File: src/rtl/gpio_bank_apb_irq.sv
// ---------------------------------------------------------------------------
// gpio_bank_apb_irq
//
// APB-attached bank of NPINS general-purpose I/O pins. Software controls the
// pad output enable, pulls and output data through a small byte-addressed
// register file, and reads back the synchronized pad inputs. When the macro
// GPIO_BANK_APB_IRQ_EN is defined, per-pin rising/falling edge detection feeds
// a sticky write-1-to-clear status register and a level interrupt. Without
// the macro the edge/interrupt logic is absent, its registers decode as
// unmapped and irq is tied low.
//
// Register map (byte addresses):
//   0x00 OE       output enable
//   0x01 PU       pull-up request (pull-down wins on conflict)
//   0x02 PD       pull-down
//   0x03 A        output data
//   0x04 Y        synchronized pad inputs, read-only
//   0x05 RISE_EN  rising-edge interrupt enable    (GPIO_BANK_APB_IRQ_EN)
//   0x06 FALL_EN  falling-edge interrupt enable   (GPIO_BANK_APB_IRQ_EN)
//   0x07 ISTAT    interrupt status, W1C           (GPIO_BANK_APB_IRQ_EN)
//
// Ports:
//   pclk, presetn          clock, asynchronous active-low reset
//   paddr, pwrite, pselx,
//   penable, pwdata        APB request
//   prdata, pready,
//   pslverr                APB response (registered)
//   y                      asynchronous pad inputs
//   oe, pu, pd, a          pad controls
//   irq                    level interrupt, registered OR of ISTAT
// ---------------------------------------------------------------------------
module gpio_bank_apb_irq #(
  parameter int DATA_WIDTH  = 8,
  parameter int ADDR_WIDTH  = 8,
  parameter int NPINS       = 8,
  parameter int WAIT_STATES = 1
) (
  input  logic                  pclk,
  input  logic                  presetn,
  input  logic [ADDR_WIDTH-1:0] paddr,
  input  logic                  pwrite,
  input  logic                  pselx,
  input  logic                  penable,
  input  logic [DATA_WIDTH-1:0] pwdata,
  output logic [DATA_WIDTH-1:0] prdata,
  output logic                  pready,
  output logic                  pslverr,
  input  logic [NPINS-1:0]      y,
  output logic [NPINS-1:0]      oe,
  output logic [NPINS-1:0]      pu,
  output logic [NPINS-1:0]      pd,
  output logic [NPINS-1:0]      a,
  output logic                  irq
);

  localparam logic [ADDR_WIDTH-1:0] ADDR_OE      = ADDR_WIDTH'(0);
  localparam logic [ADDR_WIDTH-1:0] ADDR_PU      = ADDR_WIDTH'(1);
  localparam logic [ADDR_WIDTH-1:0] ADDR_PD      = ADDR_WIDTH'(2);
  localparam logic [ADDR_WIDTH-1:0] ADDR_A       = ADDR_WIDTH'(3);
  localparam logic [ADDR_WIDTH-1:0] ADDR_Y       = ADDR_WIDTH'(4);
`ifdef GPIO_BANK_APB_IRQ_EN
  localparam logic [ADDR_WIDTH-1:0] ADDR_RISE_EN = ADDR_WIDTH'(5);
  localparam logic [ADDR_WIDTH-1:0] ADDR_FALL_EN = ADDR_WIDTH'(6);
  localparam logic [ADDR_WIDTH-1:0] ADDR_ISTAT   = ADDR_WIDTH'(7);
`endif

  localparam logic [3:0] WAIT_LAST = 4'(WAIT_STATES);

  typedef enum logic [1:0] {
    ST_IDLE,
    ST_SETUP,
    ST_ACCESS
  } apb_state_e;

  apb_state_e state_q, state_d;

  logic [3:0]            wait_cnt_q, wait_cnt_d;
  logic                  pready_q, pready_d;
  logic                  pslverr_q, pslverr_d;
  logic [DATA_WIDTH-1:0] prdata_q, prdata_d;

  logic [NPINS-1:0] oe_q, oe_d;
  logic [NPINS-1:0] pu_q, pu_d;
  logic [NPINS-1:0] pd_q, pd_d;
  logic [NPINS-1:0] a_q, a_d;

  logic [NPINS-1:0] y_s1_q, y_s2_q;

  logic                  acc_err;
  logic [DATA_WIDTH-1:0] rd_word;
  logic                  load_resp;
  logic                  wr_en;

`ifdef GPIO_BANK_APB_IRQ_EN
  logic [NPINS-1:0] y_s3_q;
  logic [NPINS-1:0] rise_en_q, rise_en_d;
  logic [NPINS-1:0] fall_en_q, fall_en_d;
  logic [NPINS-1:0] istat_q, istat_d;
  logic [NPINS-1:0] edge_set;
  logic [NPINS-1:0] istat_clr;
  logic [1:0]       fill_q, fill_d;
  logic             irq_q, irq_d;
`endif

  // Address decode: read data for the current address, plus the error flag
  // for unmapped addresses and writes to the read-only input register.
  always_comb begin
    rd_word = '0;
    acc_err = 1'b0;
    case (paddr)
      ADDR_OE: rd_word[NPINS-1:0] = oe_q;
      ADDR_PU: rd_word[NPINS-1:0] = pu_q;
      ADDR_PD: rd_word[NPINS-1:0] = pd_q;
      ADDR_A:  rd_word[NPINS-1:0] = a_q;
      ADDR_Y: begin
        rd_word[NPINS-1:0] = y_s2_q;
        acc_err            = pwrite;
      end
`ifdef GPIO_BANK_APB_IRQ_EN
      ADDR_RISE_EN: rd_word[NPINS-1:0] = rise_en_q;
      ADDR_FALL_EN: rd_word[NPINS-1:0] = fall_en_q;
      ADDR_ISTAT:   rd_word[NPINS-1:0] = istat_q;
`endif
      default: acc_err = 1'b1;
    endcase
  end

  // APB slave FSM. The response (pready, pslverr, prdata) is registered, so
  // it is loaded on the edge that enters the pready cycle: the SETUP->ACCESS
  // edge when there are no wait states, otherwise the edge after the last
  // wait cycle. The register write itself happens on the edge that ends the
  // pready cycle, which is also where the FSM returns to IDLE. Dropping pselx
  // at any point abandons the transfer with no write.
  always_comb begin
    state_d    = state_q;
    wait_cnt_d = wait_cnt_q;
    pready_d   = 1'b0;
    pslverr_d  = 1'b0;
    prdata_d   = prdata_q;
    load_resp  = 1'b0;
    wr_en      = 1'b0;

    case (state_q)
      ST_IDLE: begin
        if (pselx && !penable) begin
          state_d = ST_SETUP;
        end
      end
      ST_SETUP: begin
        if (!pselx) begin
          state_d = ST_IDLE;
        end else if (penable) begin
          state_d    = ST_ACCESS;
          wait_cnt_d = '0;
          load_resp  = (WAIT_STATES == 0);
        end
      end
      ST_ACCESS: begin
        if (!pselx) begin
          state_d    = ST_IDLE;
          wait_cnt_d = '0;
        end else if (pready_q) begin
          wr_en      = pwrite && !acc_err;
          state_d    = ST_IDLE;
          wait_cnt_d = '0;
        end else begin
          wait_cnt_d = wait_cnt_q + 4'd1;
          load_resp  = ((wait_cnt_q + 4'd1) == WAIT_LAST);
        end
      end
      default: begin
        state_d    = ST_IDLE;
        wait_cnt_d = '0;
      end
    endcase

    // Errored transfers return zero; writes leave the last read data alone.
    if (load_resp) begin
      pready_d  = 1'b1;
      pslverr_d = acc_err;
      if (acc_err) begin
        prdata_d = '0;
      end else if (!pwrite) begin
        prdata_d = rd_word;
      end
    end
  end

  always_ff @(posedge pclk or negedge presetn) begin
    if (!presetn) begin
      state_q    <= ST_IDLE;
      wait_cnt_q <= '0;
      pready_q   <= 1'b0;
      pslverr_q  <= 1'b0;
      prdata_q   <= '0;
    end else begin
      state_q    <= state_d;
      wait_cnt_q <= wait_cnt_d;
      pready_q   <= pready_d;
      pslverr_q  <= pslverr_d;
      prdata_q   <= prdata_d;
    end
  end

  // Pad control register writes; wr_en already excludes errored accesses.
  always_comb begin
    oe_d = oe_q;
    pu_d = pu_q;
    pd_d = pd_q;
    a_d  = a_q;
    if (wr_en) begin
      case (paddr)
        ADDR_OE: oe_d = pwdata[NPINS-1:0];
        ADDR_PU: pu_d = pwdata[NPINS-1:0];
        ADDR_PD: pd_d = pwdata[NPINS-1:0];
        ADDR_A:  a_d  = pwdata[NPINS-1:0];
        default: ;
      endcase
    end
  end

  always_ff @(posedge pclk or negedge presetn) begin
    if (!presetn) begin
      oe_q <= '0;
      pu_q <= '0;
      pd_q <= '0;
      a_q  <= '0;
    end else begin
      oe_q <= oe_d;
      pu_q <= pu_d;
      pd_q <= pd_d;
      a_q  <= a_d;
    end
  end

  // Two-flop synchronizer for the asynchronous pad inputs.
  always_ff @(posedge pclk or negedge presetn) begin
    if (!presetn) begin
      y_s1_q <= '0;
      y_s2_q <= '0;
    end else begin
      y_s1_q <= y;
      y_s2_q <= y_s1_q;
    end
  end

`ifdef GPIO_BANK_APB_IRQ_EN
  // Edge detection compares the synchronized value with its one-cycle-old
  // copy. fill_q holds detection off until three real samples have passed
  // through the chain, so a pin sitting high at reset release is not seen as
  // a rising edge against the zero reset value. A set on the same cycle as a
  // software clear wins so no edge is lost.
  always_comb begin
    rise_en_d = rise_en_q;
    fall_en_d = fall_en_q;
    istat_clr = '0;
    if (wr_en) begin
      case (paddr)
        ADDR_RISE_EN: rise_en_d = pwdata[NPINS-1:0];
        ADDR_FALL_EN: fall_en_d = pwdata[NPINS-1:0];
        ADDR_ISTAT:   istat_clr = pwdata[NPINS-1:0];
        default: ;
      endcase
    end

    fill_d = (fill_q == 2'd3) ? 2'd3 : fill_q + 2'd1;

    edge_set = '0;
    if (fill_q == 2'd3) begin
      edge_set = (y_s2_q & ~y_s3_q & rise_en_q) |
                 (~y_s2_q & y_s3_q & fall_en_q);
    end

    istat_d = (istat_q & ~istat_clr) | edge_set;
    irq_d   = |istat_q;
  end

  always_ff @(posedge pclk or negedge presetn) begin
    if (!presetn) begin
      y_s3_q    <= '0;
      rise_en_q <= '0;
      fall_en_q <= '0;
      istat_q   <= '0;
      fill_q    <= '0;
      irq_q     <= 1'b0;
    end else begin
      y_s3_q    <= y_s2_q;
      rise_en_q <= rise_en_d;
      fall_en_q <= fall_en_d;
      istat_q   <= istat_d;
      fill_q    <= fill_d;
      irq_q     <= irq_d;
    end
  end

  assign irq = irq_q;
`else
  assign irq = 1'b0;
`endif

  assign prdata  = prdata_q;
  assign pready  = pready_q;
  assign pslverr = pslverr_q;
  assign oe      = oe_q;
  assign pd      = pd_q;
  assign a       = a_q;
  // Pull-down takes priority so both pulls are never enabled together.
  assign pu      = pu_q & ~pd_q;

endmodule

File: config.mk
export PLATFORM = sky130hd
export DESIGN_NAME = gpio_bank_apb_irq
export DESIGN_NICKNAME = d
export VERILOG_FILES = /design/src/rtl/gpio_bank_apb_irq.sv
export SDC_FILE = /design/constraint.sdc
export NUM_CORES = 1
export LEC_CHECK = 0
export ABC_AREA = 1
export CAP_MARGIN = 40
export CORE_AREA = 2 2 70 79
export DETAILED_ROUTE_END_ITERATION = 6
export DIE_AREA = 0 0 72 81
export DONT_BUFFER_PORTS = 1
export GPL_TIMING_DRIVEN = 0
export PLACE_DENSITY = 0.74
export SLEW_MARGIN = 20
export SYNTH_ARGS = -nofsm -noshare
export SYNTH_HDL_FRONTEND = slang
export SYNTH_SLANG_ARGS = --single-unit
File: constraint.sdc
create_clock -name pclk -period 1.7 [get_ports pclk]
set_clock_uncertainty 0.05 [all_clocks]
set_input_delay 0.34 -clock pclk [delete_from_list [all_inputs] [get_ports pclk]]
set_output_delay 0.34 -clock pclk [all_outputs]
set_load 0.01 [all_outputs]
==> results of run 1 <==
==> logic make-up (layout without fill, tap and decap cells) <==
kind of cell	after synthesis	count (layout)
simple gates	229	229
flops	64	64
other cells	1	1
compound gates	19	19
fa+ha+maj	2	2
buf+inv	33	59
==> per-layer routing <==
metal | global-route usage (%) | share of wire [%]
met1 | 34.62 | 40
met2 | 40.46 | 48
met3 | 8.437 | 9.3
met4 | 10.94 | 2.5
met5 | 0 | 0
==> worst paths after layout <==
check / endpoint
min in group pclk: a[5]$_DFFE_PN0P_
hold / removal: wait_cnt_q[1]$_DFFE_PN0P_
hold reg to reg: y_s2_q[1]$_DFF_PN0_
max in group asynchronous: pready$_DFF_PN0_
setup / recovery: prdata[5]$_DFFE_PN0P_
setup reg to reg: prdata[5]$_DFFE_PN0P_
==> state kept, by name (all words and copies together) (netlist names) <==
register and flops:
a 8, oe 8, pd 8, prdata 8
pu_q 8, y_s1_q 8, y_s2_q 8, wait_cnt_q 4
state_q 2, pready 1, pslverr 1
==> report_power, final <==
part / total (mW) / switching, mW / internal, mW
clock: 1.52 / 0.577 / 0.945
combinational: 0.121 / 0.0748 / 0.0466
sequential: 1.57 / 0.0212 / 1.55
==> what timing repair did <==
action                                  in CTS  in global routing
gates resized for setup                      0                  9
endpoints found under the setup margin       0                  8
hold endpoints to repair                    73                 64
buffers inserted                             0                  1
==> metrics by stage <==
stage / cells / hold slack, ps / power, mW / utilization [%] / instance area, sq um
floorplan: 348 / -5.591 / 1.671 / - / 2947
global placement: 408 / -4.147 / 1.692 / 58.67 / 3022
detailed placement: 408 / -4.085 / 1.696 / 58.67 / 3022
CTS: 433 / -381.6 / 3.230 / 65.09 / 3352
global route: 434 / -389.1 / 3.331 / 65.82 / 3390
finish: 434 / -365.3 / 3.218 / 65.82 / 3390
==> final cells by class <==
class,count,area [sq um],share of cell area [%]
flip-flops and latches,64,1602,47.25
clock inverters,4,75.07,2.215
multi-input cells,251,1214,35.81
repair buffers,10,97.59,2.879
plain buffers,7,58.81,1.735
clock buffers,12,165.2,4.873
inverters,26,102.6,3.027
well taps,60,75.07,2.215
==> cells in the mapped netlist (2+ instances only) <==
cell type / number / area share (%)
nor2_2: 6 / 1.3
inv_2: 5 / 0.64
o21ai_1: 6 / 1.0
nor2_1: 15 / 1.9
buf_2: 2 / 0.34
buf_6: 3 / 1.1
o21ai_0: 11 / 1.9
inv_1: 19 / 2.4
buf_4: 2 / 0.51
nor2_4: 6 / 2.3
nand2_2: 6 / 1.3
nand3_4: 2 / 1.2
dfrtp_1: 64 / 54
nand4_1: 3 / 0.64
nand3_1: 64 / 11
ha_1: 2 / 0.85
nand2_1: 125 / 16
==> worst max-delay path, delay by kind of cell, from the launching register on <==
kind	cells	cell delay, ps
DFF	1	430
AOI/OAI and AO/OA	1	110
and+or+nand+nor	6	760
adders and majority gates	1	200
==> summary.txt, run 1 <==
Run status
  • Outcome: complete, but fails checks
  • Violated checks: hold timing

Floorplanning
  • Die area: 5832 sq um
  • Die Width: 72 microns
  • # rows: 28
  • Initial Utilization: 57.22%
  • Die Y: 81 microns
  • Core Footprint: 5150 sq um
  • I/O pin count: 72

STA
  • Max Clk Rate: 0.6116 GHz
  • Slack of the critical path: 64.96 ps
  • Slew Viols, Final: 0
  • Worst hold slack: -365.3 ps
  • Final Setup Violations: 0
  • RSZ-0062 raised after global routing: true
  • Final hold vios: 64
  • Tmin final: 1635 ps
  • Slew headroom: 60.42%
  • Total negative setup slack: 0 ps
  • Final worst path period share: 96.18%
  • Worst slew pin tran: 591.5 ps

Synth
  • Synthesis Warnings: 0
  • Mapped cell area: 2947 sq um
  • Yosys reg bits: 64
  • EDFF count, synth: 0
  • XOR/XNOR Fraction of Synth Area: 0%
  • Synth Area per Inst: 8.467 sq um
  • Post-synthesis simple-gate area fraction: 35.92%
  • FFs w/ async S/R, synth: 100.0%
  • Synth Area in Compound Gates: 3.270%
  • Net count after synthesis: 379
  • Sequential fraction of the synthesis area: 54.35%
  • Main combinational cell family by area after synthesis: simple AND/OR/NAND/NOR gates
  • Main flop type after synthesis: dfrtp_1
  • Synthesized instance count: 348
  • Post-synthesis mux area share: 0%
  • Synth unique cells: 24
  • Synth Area in Adders: 0.8493%

CTS
  • Max Root-Sink Buffers: 2
  • # hold bufs at CTS: 9
  • Clock latency at the later pin of the worst-skew pair: 350 ps
  • H-tree lvl count: 3
  • CTS tree: yes
  • Clock transition at the registers of the reported paths: 70 ps
  • CTS buffer count: 9
  • # clock sinks: 64
  • Clock root cell: clkbuf_8

Drt
  • Antenna Nets Post-Route: 0
  • DRC: 0
  • Vias: 2456
  • Drt initial violations: 211
  • Drt total wl: 7.192 mm
  • Vias per Instance: 5.659
  • Post-detailed-route wirelength per cell: 16.57 microns
  • Drt pass-1 iters: 4

Critical path
  • Path depth of the worst reg2reg path: 8
  • Worst path slowest cell: dfrtp_1
  • Worst flop-to-flop path startpoint: wait_cnt_q[0]$_DFFE_PN0P_
  • CP endpoint kind: register
  • CP max stage delay: 430 ps
  • Critical path startpoint category: register
  • Critical path origin: wait_cnt_q[0]$_DFFE_PN0P_
  • CP Max Fanout: 8
  • WP data arrival: 1870 ps
  • FF-to-FF setup slack: 60 ps
  • Worst EP required: 1940 ps
  • CP Cell Sequence: ha_2 > nand2_1 > nand3_2 > nor2_4 > nand3_4 > nor2_4 > o21ai_1 > nand2_1
  • Critical path type: reg -> reg

Final layout
  • Most frequent cells in the layout: nand2_1 (124), dfrtp_1 (64), nand3_1 (63), inv_1 (18), nor2_1 (15)
  • Layout fillers: 446
  • Antenna cell count: 0
  • Area Growth Syn to Fin: 15.03%
  • Commonest non-fill, non-tap cell in the layout: nand2_1
  • Share of layout cells above drive strength 1: 15.78%
  • Layout Nets: 400

Global route
  • Initial antenna violation count: 0
  • GRT Residual Overflow: 0
  • Largest net degree at the start of global routing: 65
  • Wire length of the first global-routing pass: 11.39 mm
  • Vias in the first global route: 2362
  • GRT Util Overall: 26.32%

Min path
  • Worst Hold Class: in -> async

Placement
  • GPL Wtd Cong: 0.9107
  • DP HPWL: 4.992 mm
  • I/O Buffers: 0
  • Setup WS pre-CTS: 43.41 ps

Power
  • Maximum VDD drop: 0.0005956 V
  • PwrDens: 949.5 nW/um^2
  • Leak: 1.779 nW

Job
  • Max-cap violations: 0
Note: power is estimated with default switching activity, not from simulation.
==> run 2, diff against run 1 <==
Settings changed: CORE_AREA 2 2 70 79 to 2 2 77 87, DIE_AREA 0 0 72 81 to 0 0 79 89, DONT_BUFFER_PORTS 1 to unset, PLACE_DENSITY 0.74 to 0.78.
==> summary.txt, run 2 (synthesis gave the netlist of run 1 again) <==
Placement
  • Setup WS pre-CTS: -388.1 ps (was 43.41 ps)
  • Placed insts: 499 (was 408)
  • DP HPWL: 5.689 mm (was 4.992 mm)
  • Dpl cell area: 3765 sq um (was 3022 sq um)
  • GPL Wtd Cong: 0.9496 (was 0.9107)
  • I/O Buffers: 70 (was 0)

Drt
  • DRC: 0 (unchanged)
  • Drt total wl: 7.865 mm (was 7.192 mm)
  • Vias: 2715 (was 2456)
  • Post-detailed-route wirelength per cell: 14.95 microns (was 16.57 microns)
  • Antenna Nets Post-Route: 0 (unchanged)
  • Vias per Instance: 5.162 (was 5.659)
  • Drt pass-1 iters: 5 (was 4)
  • Drt initial violations: 204 (was 211)

Final layout
  • Commonest non-fill, non-tap cell in the layout: nand2_1 (unchanged)
  • Area Growth Syn to Fin: 40.25% (was 15.03%)
  • Layout fillers: 515 (was 446)
  • Most frequent cells in the layout: nand2_1 (124), nand3_1 (64), dfrtp_1 (64), clkdlybuf4s50_1 (43), inv_1 (19) (was nand2_1 (124), dfrtp_1 (64), nand3_1 (63), inv_1 (18), nor2_1 (15))
  • Finished Layout Cells: 526 (was 434)
  • Layout Utilization: 67.96% (was 65.82%)
  • Antenna cell count: 0 (unchanged)
  • Share of layout cells above drive strength 1: 14.13% (was 15.78%)
  • Layout Nets: 472 (was 400)
  • Post-route cell area: 4133 sq um (was 3390 sq um)

Critical path
  • CP endpoint kind: output pin (was register)
  • CP Buf/Inv Count: 1 (was 0)
  • Worst path slowest cell: clkdlybuf4s50_1 (was dfrtp_1)
  • Critical path origin: oe[0]$_DFFE_PN0P_ (was wait_cnt_q[0]$_DFFE_PN0P_)
  • Critical path startpoint category: register (unchanged)
  • FF-to-FF setup slack: 90 ps (was 60 ps)
  • CP Cell Sequence: clkdlybuf4s50_1 (was ha_2 > nand2_1 > nand3_2 > nor2_4 > nand3_4 > nor2_4 > o21ai_1 > nand2_1)
  • WP data arrival: 1280 ps (was 1870 ps)
  • CP Max Fanout: 3 (was 8)
  • Path depth of the worst reg2reg path: 8 (unchanged)
  • Worst EP required: 1310 ps (was 1940 ps)
  • CP max stage delay: 550 ps (was 430 ps)
  • Cell family with most CP delay: buffers and inverters (was simple AND/OR/NAND/NOR gates)
  • Worst flop-to-flop path startpoint: wait_cnt_q[0]$_DFFE_PN0P_ (unchanged)
  • R2R Path End: prdata[1]$_DFFE_PN0P_ (was prdata[5]$_DFFE_PN0P_)
  • Critical path type: reg -> out (was reg -> reg)

Global route
  • Vias in the first global route: 2632 (was 2362)
  • GRT Residual Overflow: 0 (unchanged)
  • GRT Util Overall: 23.96% (was 26.32%)
  • Wire length of the first global-routing pass: 12.63 mm (was 11.39 mm)
  • Initial antenna violation count: 0 (unchanged)
  • Largest net degree at the start of global routing: 39 (was 65)

STA
  • Final worst path period share: 98.48% (was 96.18%)
  • Total negative setup slack: 0 ps (unchanged)
  • Slack of the critical path: 25.82 ps (was 64.96 ps)
  • Max Clk Rate: 0.5973 GHz (was 0.6116 GHz)
  • Final Setup Violations: 0 (unchanged)
  • Slew Viols, Final: 0 (unchanged)
  • Final hold vios: 0 (was 64)
  • Tmin final: 1674 ps (was 1635 ps)

Power
  • Maximum VDD drop: 0.0005762 V (was 0.0005956 V)
  • PwrDens: 800.0 nW/um^2 (was 949.5 nW/um^2)
  • Leak: 2.396 nW (was 1.779 nW)

Floorplanning
  • Die area: 7031 sq um (was 5832 sq um)
  • Die Width: 79 microns (was 72 microns)
  • # rows: 30 (was 28)
  • Core Footprint: 6081 sq um (was 5150 sq um)
  • I/O pin count: 72 (unchanged)
  • Die Y: 89 microns (was 81 microns)
  • Initial Utilization: 48.46% (was 57.22%)

CTS
  • CTS buffer count: 9 (unchanged)
  • Max Root-Sink Buffers: 2 (unchanged)
  • CTS tree: yes (unchanged)
  • Clock latency at the later pin of the worst-skew pair: 340 ps (was 350 ps)
  • # clock sinks: 64 (unchanged)
  • Clock root cell: clkbuf_8 (unchanged)
  • Clock transition at the registers of the reported paths: 60 ps (was 70 ps)
  • H-tree lvl count: 3 (unchanged)

Job
  • Max-cap violations: 0 (unchanged)

Min path
  • HP Start: y_s1_q[6]$_DFF_PN0_
  • Hold depth: 0
  • Worst hold endpoint: y_s2_q[6]$_DFF_PN0_
  • Worst Hold Class: reg -> reg (was in -> async)

Run status
  • Outcome: finished, final reports clean (was complete, but fails checks)
run 2: changes by cell type in the layout (fill, tap and decap cells not counted), sizes merged:
cell / before / now
dlygate4sd3: 9 / 1
dlygate4sd2: 0 / 10
clkbuf: 12 / 14
clkinvlp: 2 / 0
dlymetal6s2s: 0 / 16
clkdlybuf4s50: 0 / 43
buf: 8 / 19
run 2: metrics by stage:
stage	hold slack, ps	total power, mW
finish	297.1	3.306
global route	302.8	3.430
CTS	298.9	3.315
global placement	283.0	1.808
detailed placement	216.7	1.819
floorplan	-5.591	1.671
run 2: report_power, final:
group	internal (mW)	switching [mW]
Combinational	0.0992	0.134
Clock	0.948	0.555
Sequential	1.55	0.0167
Total	2.60	0.706
run 2: timing repair:
action                                  CTS  global route
endpoints found under the setup margin   17            48
hold buffers                              1             0
pin swaps                                 1             4
resized for setup                        10            23
setup buffers                             6             4
hold endpoints to repair                 26             0
run 2: how the worst max path moves through the flow:
stage | endpoint | depth (start not counted) | slack, ps
CTS | a[7] | 1 | 3
finish | oe[0] | 1 | 30
global route | prdata[1]$_DFFE_PN0P_ | 8 | -30
floorplan | prdata[0]$_DFFE_PN0P_ | 8 | 290
detailed placement | prdata[2]$_DFFE_PN0P_ | 10 | -390
global placement | pu_q[2]$_DFFE_PN0P_ | 1 | -1740
run 2: routing by layer:
layer | up-vias | GRT usage (%) | share of wire, %
li1 | 1304 | - | -
met1 | 1264 | 30.34 | 41
met2 | 131 | 39.52 | 49
met3 | 16 | 6.465 | 7.4
met4 | 0 | 9.561 | 2.3
met5 | - | 0 | 0
run 2: layout make-up:
| class | count | area (sq um) | share of cell area [%] |
|---|---|---|---|
| buffer | 7 | 62.56 | 1.514 |
| clock buffer | 14 | 172.7 | 4.178 |
| clock inverter | 2 | 60.06 | 1.453 |
| inverter | 26 | 102.6 | 2.483 |
| multi-input combinational | 251 | 1202 | 29.09 |
| sequential | 64 | 1602 | 38.75 |
| tap | 80 | 100.1 | 2.422 |
| timing repair buffer | 82 | 830.8 | 20.10 |
==> run 3, diff against run 2 <==
Settings changed: ABC_CLOCK_PERIOD_IN_PS set to 1700, SLEW_MARGIN 20 to 10.
==> summary.txt, run 3 (synthesis gave the netlist of run 1 again) <==
Critical path
  • CP Buf/Inv Count: 1 (unchanged)
  • Critical path type: reg -> out (unchanged)
  • Worst flop-to-flop path startpoint: state_q[0]$_DFFE_PN0P_ (was wait_cnt_q[0]$_DFFE_PN0P_)
  • Worst path slowest cell: clkdlybuf4s50_1 (unchanged)
  • Worst EP required: 1310 ps (about the same)
  • CP Max Fanout: 3 (unchanged)
  • CP max stage delay: 560 ps (was 550 ps)
  • Critical path origin: oe[7]$_DFFE_PN0P_ (was oe[0]$_DFFE_PN0P_)
  • CP Cell Sequence: clkdlybuf4s50_1 (unchanged)
  • WP data arrival: 1300 ps (was 1280 ps)
  • Critical path startpoint category: register (unchanged)
  • CP endpoint kind: output pin (unchanged)
  • Cell family with most CP delay: buffers and inverters (unchanged)

Power
  • Overall Power: 3.235 mW (was 3.306 mW)
  • Leak: 2.317 nW (was 2.396 nW)
  • PwrDens: 794.3 nW/um^2 (was 800.0 nW/um^2)
  • Maximum VDD drop: 0.0005925 V (was 0.0005762 V)

Final layout
  • Finished Layout Cells: 522 (was 526)
  • Layout Nets: 469 (was 472)
  • Register area: 1603 sq um (was 1602 sq um)
  • Share of layout cells above drive strength 1: 13.80% (was 14.13%)
  • Layout fillers: 510 (was 515)
  • Post-route cell area: 4073 sq um (was 4133 sq um)
  • Layout Utilization: 66.98% (was 67.96%)
  • Commonest non-fill, non-tap cell in the layout: nand2_1 (unchanged)
  • Area Growth Syn to Fin: 38.22% (was 40.25%)
  • Antenna cell count: 0 (unchanged)
  • Most frequent cells in the layout: nand2_1 (124), nand3_1 (64), dfrtp_1 (63), clkdlybuf4s50_1 (45), inv_1 (19) (was nand2_1 (124), nand3_1 (64), dfrtp_1 (64), clkdlybuf4s50_1 (43), inv_1 (19))
  • Multi-input combinational cell area: 1204 sq um (was 1202 sq um)

Floorplanning
  • Die Y: 89 microns (unchanged)
  • Core Footprint: 6081 sq um (unchanged)
  • I/O pin count: 72 (unchanged)
  • Die area: 7031 sq um (unchanged)
  • Initial Utilization: 48.46% (unchanged)
  • # rows: 30 (unchanged)
  • Die Width: 79 microns (unchanged)

CTS
  • Clock latency at the later pin of the worst-skew pair: 340 ps (about the same)
  • CTS buffer count: 9 (unchanged)
  • Max Root-Sink Buffers: 2 (unchanged)
  • Clock transition at the registers of the reported paths: 70 ps (was 60 ps)
  • Clock root cell: clkbuf_8 (unchanged)
  • # clock sinks: 64 (unchanged)
  • # hold bufs at CTS: 0 (was 1)
  • H-tree lvl count: 3 (unchanged)
  • CTS tree: yes (unchanged)

Global route
  • Largest net degree at the start of global routing: 65 (was 39)
  • Initial antenna violation count: 0 (unchanged)
  • Vias in the first global route: 2588 (was 2632)
  • GRT Residual Overflow: 0 (unchanged)
  • Wire length of the first global-routing pass: 12.28 mm (was 12.63 mm)
  • GRT Util Overall: 23.17% (was 23.96%)

Drt
  • Vias: 2751 (was 2715)
  • Antenna Nets Post-Route: 0 (unchanged)
  • Drt pass-1 iters: 5 (unchanged)
  • DRC: 0 (unchanged)
  • Drt total wl: 7.818 mm (was 7.865 mm)
  • Drt initial violations: 251 (was 204)
  • Vias per Instance: 5.270 (was 5.162)
  • Post-detailed-route wirelength per cell: 14.98 microns (was 14.95 microns)

Placement
  • Dpl cell area: 3745 sq um (was 3765 sq um)
  • Placed insts: 498 (was 499)
  • GPL Wtd Cong: 0.9496 (unchanged)
  • I/O Buffers: 70 (unchanged)
  • Setup WS pre-CTS: -380.4 ps (was -388.1 ps)
  • DP HPWL: 5.551 mm (was 5.689 mm)

Job
  • Max-cap violations: 0 (unchanged)

STA
  • Final Setup Violations: 0 (unchanged)
  • Slew headroom: 47.91%
  • Total negative setup slack: 0 ps (unchanged)
  • Slack of the critical path: 12.23 ps (was 25.82 ps)
  • Tmin final: 1688 ps (was 1674 ps)
  • Worst slew pin tran: 781.4 ps
  • Max Clk Rate: 0.5925 GHz (was 0.5973 GHz)
  • Final hold vios: 0 (unchanged)
  • Worst hold slack: 17.62 ps (was 297.1 ps)
  • Final worst path period share: 99.28% (was 98.48%)
  • Slew Viols, Final: 0 (unchanged)

Run status
  • Outcome: finished, final reports clean (unchanged)

Min path
  • Worst Hold Class: in -> async (was reg -> reg)
## run 3: where the power goes
part / internal [mW] / total, mW / switching, mW
Sequential: 1.55 / 1.57 / 0.0167
Clock: 0.896 / 1.44 / 0.545
Combinational: 0.0903 / 0.224 / 0.134
Total: 2.54 / 3.24 / 0.696
## run 3: cell type report
type / instances / area share, %
Buffer: 7 / 1.536
Tap cell: 80 / 2.458
Timing Repair Buffer: 78 / 19.17
Sequential cell: 64 / 39.35
Multi-Input combinational cell: 252 / 29.55
Clock buffer: 12 / 3.810
Inverter: 26 / 2.519
Clock inverter: 3 / 1.598
## run 3: final timing paths
path	to	slack, ps	cells past startpoint
max	oe[7]	10	1
min	wait_cnt_q[1]$_DFFE_PN0P_	20	1
max reg2reg	pd[5]$_DFFE_PN0P_	90	8
min reg2reg	y_s2_q[7]$_DFF_PN0_	290	0
max in group asynchronous	pd[0]$_DFFE_PN0P_	1000	1
min in group pclk	y_s2_q[7]$_DFF_PN0_	290	0
## run 3: what timing repair did
action,CTS,global route
endpoints found under the setup margin,18,45
resized for setup,11,18
buffers inserted,5,3
cloned,0,1
pin swaps,1,4
## run 3: layer usage
layer | vias to the layer above | wire (microns) | global-route usage [%] | part of all wire, %
li1 | 1296 | - | - | -
met1 | 1275 | 3143 | 29.21 | 40
met2 | 161 | 3788 | 38.83 | 48
met3 | 19 | 685 | 5.455 | 8.8
met4 | 0 | 201 | 9.561 | 2.6
met5 | - | 0 | 0 | 0
